===== config.mk =====
export PLATFORM = sky130hd
export DESIGN_NAME = pipe_reg_de_flat
export DESIGN_NICKNAME = d
export VERILOG_FILES = /design/src/rtl/pipe_reg_de_if.sv /design/src/rtl/pipe_reg_de.sv /design/src/flat_wrapper.sv
export SDC_FILE = /design/constraint.sdc
export NUM_CORES = 1
export LEC_CHECK = 0
export ABC_AREA = 1
export CORE_AREA = 3 3 142 144
export CTS_CLUSTER_SIZE = 14
export DETAILED_ROUTE_END_ITERATION = 8
export DIE_AREA = 0 0 145 147
export DONT_BUFFER_PORTS = 1
export PLACE_DENSITY_LB_ADDON = 0.1
export SYNTH_ARGS = -nofsm -noshare
export SYNTH_HDL_FRONTEND = slang
export SYNTH_SLANG_ARGS = --single-unit

===== constraint.sdc =====
create_clock -name clk -period 4.65 [get_ports clk]
set_input_delay 1.395 -clock clk [delete_from_list [all_inputs] [get_ports clk]]
set_output_delay 1.395 -clock clk [all_outputs]
set_load 0.02 [all_outputs]

===== src/rtl/pipe_reg_de_if.sv =====
// D-to-E stage bundle: pipeline control, D-stage fields going in and E-stage fields coming out.
// The upstream side drives hold/stall/flush and the D fields; the register drives the E fields.
interface pipe_reg_de_if;
  logic        hold;
  logic        stall;
  logic        flush;
  logic [31:0] instrD;
  logic [31:0] pcD;
  logic [31:0] rsdD;
  logic [31:0] rtdD;
  logic [31:0] extD;
  logic [4:0]  a3D;
  logic [1:0]  tnewD;
  logic [31:0] instrE;
  logic [31:0] pcE;
  logic [31:0] pc8E;
  logic [31:0] rsdE;
  logic [31:0] rtdE;
  logic [31:0] extE;
  logic [4:0]  a3E;
  logic [1:0]  tnewE;
  logic        changeE;
  logic        validE;

  modport master (
    output hold, stall, flush, instrD, pcD, rsdD, rtdD, extD, a3D, tnewD,
    input  instrE, pcE, pc8E, rsdE, rtdE, extE, a3E, tnewE, changeE, validE
  );

  modport slave (
    input  hold, stall, flush, instrD, pcD, rsdD, rtdD, extD, a3D, tnewD,
    output instrE, pcE, pc8E, rsdE, rtdE, extE, a3E, tnewE, changeE, validE
  );
endinterface


===== src/rtl/pipe_reg_de.sv =====
// D/E pipeline register: loads decoded D-stage fields, inserts bubbles on stall/flush,
// freezes on hold, and resolves the movz condition into changeE and the effective a3E.
module pipe_reg_de #(
  parameter logic [31:0] NOP_INSTR = 32'h0000_0000,
  parameter logic [31:0] RESET_PC  = 32'h0000_3000
) (
  input logic           clk,
  input logic           reset,
  pipe_reg_de_if.slave  bus
);

  logic [31:0] instr_q, instr_d;
  logic [31:0] pc_q,    pc_d;
  logic [31:0] rsd_q,   rsd_d;
  logic [31:0] rtd_q,   rtd_d;
  logic [31:0] ext_q,   ext_d;
  logic [4:0]  a3_q,    a3_d;
  logic [1:0]  tnew_q,  tnew_d;
  logic        change_q, change_d;
  logic        valid_q,  valid_d;
  logic        movz_d;
  logic        movz_fail_d;

  // movz only writes when rt == 0; otherwise the write is cancelled here so E needs no extra logic.
  assign movz_d = (bus.instrD[31:26] == 6'b000000) &&
                  (bus.instrD[5:0]   == 6'b001010) &&
                  (bus.instrD[10:6]  == 5'b00000);
  assign movz_fail_d = movz_d && (bus.rtdD != 32'h0);

  always_comb begin
    instr_d  = instr_q;
    pc_d     = pc_q;
    rsd_d    = rsd_q;
    rtd_d    = rtd_q;
    ext_d    = ext_q;
    a3_d     = a3_q;
    tnew_d   = tnew_q;
    change_d = change_q;
    valid_d  = valid_q;
    if (!bus.hold) begin
      if (bus.stall || bus.flush) begin
        instr_d  = NOP_INSTR;
        pc_d     = RESET_PC;
        rsd_d    = 32'h0;
        rtd_d    = 32'h0;
        ext_d    = 32'h0;
        a3_d     = 5'd0;
        tnew_d   = 2'd0;
        change_d = 1'b0;
        valid_d  = 1'b0;
      end else begin
        instr_d  = bus.instrD;
        pc_d     = bus.pcD;
        rsd_d    = bus.rsdD;
        rtd_d    = bus.rtdD;
        ext_d    = bus.extD;
        a3_d     = movz_fail_d ? 5'd0 : bus.a3D;
        tnew_d   = bus.tnewD;
        change_d = movz_fail_d;
        valid_d  = 1'b1;
      end
    end
  end

  always_ff @(posedge clk) begin
    if (reset) begin
      instr_q  <= NOP_INSTR;
      pc_q     <= RESET_PC;
      rsd_q    <= 32'h0;
      rtd_q    <= 32'h0;
      ext_q    <= 32'h0;
      a3_q     <= 5'd0;
      tnew_q   <= 2'd0;
      change_q <= 1'b0;
      valid_q  <= 1'b0;
    end else begin
      instr_q  <= instr_d;
      pc_q     <= pc_d;
      rsd_q    <= rsd_d;
      rtd_q    <= rtd_d;
      ext_q    <= ext_d;
      a3_q     <= a3_d;
      tnew_q   <= tnew_d;
      change_q <= change_d;
      valid_q  <= valid_d;
    end
  end

  assign bus.instrE  = instr_q;
  assign bus.pcE     = pc_q;
  assign bus.pc8E    = pc_q + 32'd8;
  assign bus.rsdE    = rsd_q;
  assign bus.rtdE    = rtd_q;
  assign bus.extE    = ext_q;
  assign bus.a3E     = a3_q;
  assign bus.tnewE   = tnew_q;
  assign bus.changeE = change_q;
  assign bus.validE  = valid_q;

endmodule

===== src/flat_wrapper.sv =====
// flat-port wrapper written by rule: the top's interface ports become plain ports
module pipe_reg_de_flat 
#(
  parameter logic [31:0] NOP_INSTR = 32'h0000_0000,
  parameter logic [31:0] RESET_PC  = 32'h0000_3000
)
  (clk, reset, bus_hold, bus_stall, bus_flush, bus_instrD, bus_pcD, bus_rsdD, bus_rtdD, bus_extD, bus_a3D, bus_tnewD, bus_instrE, bus_pcE, bus_pc8E, bus_rsdE, bus_rtdE, bus_extE, bus_a3E, bus_tnewE, bus_changeE, bus_validE);
  pipe_reg_de_if bus_i ();
  input logic clk;
  input logic reset;
  input wire logic [$bits(bus_i.hold)-1:0] bus_hold;
  input wire logic [$bits(bus_i.stall)-1:0] bus_stall;
  input wire logic [$bits(bus_i.flush)-1:0] bus_flush;
  input wire logic [$bits(bus_i.instrD)-1:0] bus_instrD;
  input wire logic [$bits(bus_i.pcD)-1:0] bus_pcD;
  input wire logic [$bits(bus_i.rsdD)-1:0] bus_rsdD;
  input wire logic [$bits(bus_i.rtdD)-1:0] bus_rtdD;
  input wire logic [$bits(bus_i.extD)-1:0] bus_extD;
  input wire logic [$bits(bus_i.a3D)-1:0] bus_a3D;
  input wire logic [$bits(bus_i.tnewD)-1:0] bus_tnewD;
  output wire logic [$bits(bus_i.instrE)-1:0] bus_instrE;
  output wire logic [$bits(bus_i.pcE)-1:0] bus_pcE;
  output wire logic [$bits(bus_i.pc8E)-1:0] bus_pc8E;
  output wire logic [$bits(bus_i.rsdE)-1:0] bus_rsdE;
  output wire logic [$bits(bus_i.rtdE)-1:0] bus_rtdE;
  output wire logic [$bits(bus_i.extE)-1:0] bus_extE;
  output wire logic [$bits(bus_i.a3E)-1:0] bus_a3E;
  output wire logic [$bits(bus_i.tnewE)-1:0] bus_tnewE;
  output wire logic [$bits(bus_i.changeE)-1:0] bus_changeE;
  output wire logic [$bits(bus_i.validE)-1:0] bus_validE;
  assign bus_i.hold = bus_hold;
  assign bus_i.stall = bus_stall;
  assign bus_i.flush = bus_flush;
  assign bus_i.instrD = bus_instrD;
  assign bus_i.pcD = bus_pcD;
  assign bus_i.rsdD = bus_rsdD;
  assign bus_i.rtdD = bus_rtdD;
  assign bus_i.extD = bus_extD;
  assign bus_i.a3D = bus_a3D;
  assign bus_i.tnewD = bus_tnewD;
  assign bus_instrE = bus_i.instrE;
  assign bus_pcE = bus_i.pcE;
  assign bus_pc8E = bus_i.pc8E;
  assign bus_rsdE = bus_i.rsdE;
  assign bus_rtdE = bus_i.rtdE;
  assign bus_extE = bus_i.extE;
  assign bus_a3E = bus_i.a3E;
  assign bus_tnewE = bus_i.tnewE;
  assign bus_changeE = bus_i.changeE;
  assign bus_validE = bus_i.validE;
  pipe_reg_de #(.NOP_INSTR(NOP_INSTR), .RESET_PC(RESET_PC)) u_core (.clk(clk), .reset(reset), .bus(bus_i));
endmodule

==> impl_metrics.sql <==
INSERT INTO impl_metrics (metric_group, metric, value, unit) VALUES
('worst_setup_path', 'r2r_cells', '2', ''),
('floorplanning', 'num_io_pins', '373', ''),
('worst_setup_path', 'timing.critical_path.cells', 'ha_1 > nand3_2 > nor3_4 > nand2_2 > nor2_4 > nand2_2 > xnor2_1', ''),
('worst_setup_path', 'crit_path_frequent_cell', 'sky130_fd_sc_hd__nand2_2', ''),
('routing', 'drt_first_pass_iters', '5', ''),
('synth', 'synth_seq_area_share', '49.9', '%'),
('hold_path', 'hold_end', 'u_core.bus.rsdE[11]', ''),
('final_layout', 'insertedDiodeCount', '0', ''),
('hold_path', 'hold_path_depth', '2', ''),
('worst_setup_path', 'critical-path-slowest-cell', 'sky130_fd_sc_hd__dfxtp_1', ''),
('clocking', 'tritoncts', 'yes', ''),
('routing', 'drcViolationCount', '0', ''),
('global_route', 'met3_grt_util', '9.04', '%'),
('final_layout', 'drive_above_1_share', '5.77', '%'),
('synth', 'synth_async_sr_flop_share', '0', '%'),
('routing', 'drt-wirelength-per-cell', '18.3', 'µm'),
('routing', 'vias', '5622', ''),
('synth', 'ys_top_cells_by_count', '381 x sky130_fd_sc_hd__nand2_1, 169 x sky130_fd_sc_hd__dfxtp_1, 167 x sky130_fd_sc_hd__a21oi_1, 46 x sky130_fd_sc_hd__nor2_1', ''),
('global_route', 'grt_start_max_net_pins', '169', ''),
('global_route', 'globalRouteTotalUtil', '19.0', '%'),
('timing', 'drv_slew', '0', ''),
('worst_setup_path', 'r2r_startpoint', 'u_core.bus.pcE[14]', ''),
('worst_setup_path', 'regToRegEndpoint', 'u_core.bus.pcE[14]', ''),
('placement', 'post-dp-hpwl', '14900', 'µm'),
('worst_setup_path', 'crit_path_start_kind', 'flop', ''),
('clocking', 'cts.repair_timing.setup_buffer_count', '0', ''),
('floorplanning', 'floorplan.initialDensity', '36.0', '%'),
('floorplanning', 'dieArea', '21300', 'µm²'),
('global_route', 'grt_overflow', '0', ''),
('power', 'vdd_drop_max', '267', 'µV'),
('worst_setup_path', 'crit_buf_inv', '0', ''),
('worst_setup_path', 'timing.critical_path.depth', '7', ''),
('worst_setup_path', 'path_max_fanout', '5', ''),
('timing', 'timing.slew.headroom', '57.1', '%'),
('synth', 'syn-instance-count', '926', ''),
('status', 'outcome', 'complete, no violations', ''),
('synth', 'synth_area_leader_cell', 'sky130_fd_sc_hd__dfxtp_1', ''),
('global_route', 'grt.busiest_layer', 'met2', ''),
('clocking', 'clk_transition_reported_paths', '0.07', 'ns'),
('routing', 'drt_first_iter_violations', '287', ''),
('worst_setup_path', 'path_class', 'flop to primary output', ''),
('floorplanning', 'fp.dieW', '145', 'µm'),
('clocking', 'hold_buffers', '0', ''),
('timing', 'fin_crit_period', '3.73', 'ns'),
('final_layout', 'postLayoutCellArea', '7440', 'µm²'),
('synth', 'synth_enable_flop_cells', '0', ''),
('timing', 'fmaxAchievable', '268', 'MHz'),
('worst_setup_path', 'crit_arrival', '2.34', 'ns'),
('timing', 'final.setup.tns', '0', 'ns'),
('routing', 'drt_wl_total', '21200', 'µm'),
('worst_setup_path', 'worst_path_dominant_cell_family', 'simple AND/OR/NAND/NOR gates', ''),
('clocking', 'maximum_clock_insertion_buffer_count', '2', ''),
('clocking', 'clk-insertion-delay-late', '0.41', 'ns'),
('synth', 'synth_cell_types', '28', ''),
('synth', 'mappedNetlistArea', '6780', 'µm²'),
('routing', 'avgViaCountPerCell', '4.84', ''),
('clocking', 'count_of_instances_resized_after_the_clock_tree_is_built', '0', ''),
('power', 'pleak', '2.58', 'nW'),
('synth', 'yosysMostFrequentCell', 'sky130_fd_sc_hd__nand2_1', ''),
('synth', 'yosys_warnings', '0', ''),
('worst_setup_path', 'regToRegSetupSlack', '3.74', 'ns'),
('synth', 'syn_nets', '1099', ''),
('timing', 'finalSetupViolations', '0', ''),
('global_route', 'grt_pass1_wl', '32100', 'µm'),
('placement', 'gp_congestion', '0.840', ''),
('global_route', 'vias_in_the_first_global_route', '5433', ''),
('global_route', 'antenna_found_initial', '0', ''),
('synth', 'synth_top_flop_cell', 'sky130_fd_sc_hd__dfxtp_1', ''),
('timing', 'setup_repair_after_global_routing_missed_its_margin', 'false', ''),
('floorplanning', 'die_height', '147', 'µm'),
('final_layout', 'nets_finish', '1062', '');
[worst register-to-register path: stages, from the launching register on]
cell and delay [ns]:
sky130_fd_sc_hd__dfxtp_1 0.60, sky130_fd_sc_hd__nand2_1 0.10, sky130_fd_sc_hd__a21oi_1 0.15
[cell type report]
cell class / count / area (µm²)
well taps: 260 / 325
fillers: 1993 / 11400
clock buffers: 17 / 425
inverters: 38 / 145
flip-flops and latches: 169 / 3380
multi-input cells: 661 / 2980
repair buffers: 2 / 27.5
clock inverters: 14 / 156
[power breakdown]
part | internal [mW] | switching [mW] | leakage [nW] | total (mW)
registers | 1.48 | 0.0781 | 1.37 | 1.56
logic | 0.0338 | 0.0568 | 0.923 | 0.0906
clock network | 0.764 | 0.648 | 0.286 | 1.41
[stage by stage]
step	hold WS (ns)	util (%)	setup WS, ns	power [mW]	cells
2_1_floorplan	0.533	-	1.52	1.70	926
3_3_place_gp	0.551	36.4	1.37	1.69	1130
3_5_place_dp	0.553	36.4	1.35	1.69	1130
4_1_cts	0.566	39.5	0.877	3.11	1161
5_1_grt	0.576	39.5	0.737	3.18	1161
6_report	0.564	39.5	0.916	3.06	1161
[cell families (layout without fill, tap and decap cells)]
family | Yosys count | after routing | share of synthesized area, %
XOR/XNOR | 25 | 25 | 3.23
buffers and inverters | 96 | 71 | 6.20
AND/OR/NAND/NOR | 464 | 464 | 27.8
flip-flops | 169 | 169 | 49.9
AO/OA/AOI/OAI | 171 | 171 | 12.7
adder cells (fa/ha/maj) | 1 | 1 | 0.185
[worst max path at each step]
stage                      start           end  slack (ns)
2_1_floorplan  u_core.bus.pcE[3]  bus_pc8E[23]        1.52
3_3_place_gp   u_core.bus.pcE[3]  bus_pc8E[23]        1.37
3_5_place_dp   u_core.bus.pcE[3]  bus_pc8E[23]        1.35
4_1_cts        u_core.bus.pcE[3]  bus_pc8E[23]        0.88
5_1_grt        u_core.bus.pcE[3]  bus_pc8E[23]        0.74
6_report       u_core.bus.pcE[3]  bus_pc8E[23]        0.92
[cell usage in the layout (no fill, tap or decap), types with 2 or more instances in the layout]
| cell | netlist | layout |
|---|---|---|
| sky130_fd_sc_hd__nand3_2 | 2 | 2 |
| sky130_fd_sc_hd__nand3_1 | 7 | 7 |
| sky130_fd_sc_hd__nand2_1 | 381 | 381 |
| sky130_fd_sc_hd__nor2_4 | 3 | 3 |
| sky130_fd_sc_hd__clkbuf_16 | 0 | 17 |
| sky130_fd_sc_hd__xnor2_1 | 9 | 9 |
| sky130_fd_sc_hd__o22ai_1 | 2 | 2 |
| sky130_fd_sc_hd__inv_2 | 3 | 2 |
| sky130_fd_sc_hd__a21oi_1 | 167 | 167 |
| sky130_fd_sc_hd__o21ai_1 | 2 | 2 |
| sky130_fd_sc_hd__nor3_4 | 2 | 2 |
| sky130_fd_sc_hd__inv_1 | 35 | 35 |
| sky130_fd_sc_hd__xor2_1 | 16 | 16 |
| sky130_fd_sc_hd__dfxtp_1 | 169 | 169 |
| sky130_fd_sc_hd__nor3_1 | 6 | 6 |
| sky130_fd_sc_hd__inv_8 | 0 | 4 |
| sky130_fd_sc_hd__nor2_1 | 46 | 46 |
| sky130_fd_sc_hd__nand4_1 | 6 | 6 |
| sky130_fd_sc_hd__inv_6 | 0 | 6 |
| sky130_fd_sc_hd__nand2_2 | 4 | 4 |
| sky130_fd_sc_hd__nor3_2 | 2 | 2 |
[state kept, by name, indices dropped and copies added (netlist names)]
| register | count |
|---|---|
| u_core.bus.pcE | 32 |
| u_core.bus.a3E | 5 |
| u_core.bus.validE | 1 |
| u_core.bus.extE | 32 |
| u_core.bus.changeE | 1 |
| u_core.bus.instrE | 32 |
| u_core.bus.tnewE | 2 |
| u_core.bus.rsdE | 32 |
| u_core.bus.rtdE | 32 |
[per-layer routing]
metal	vias up	share of wire, %	wire [µm]
met5	-	0	0
met4	0	2.6	559
met2	252	49	10500
met3	32	10	2210
met1	2488	38	7960
li1	2850	-	-
No activity file was read; power rests on OpenSTA's default activity.
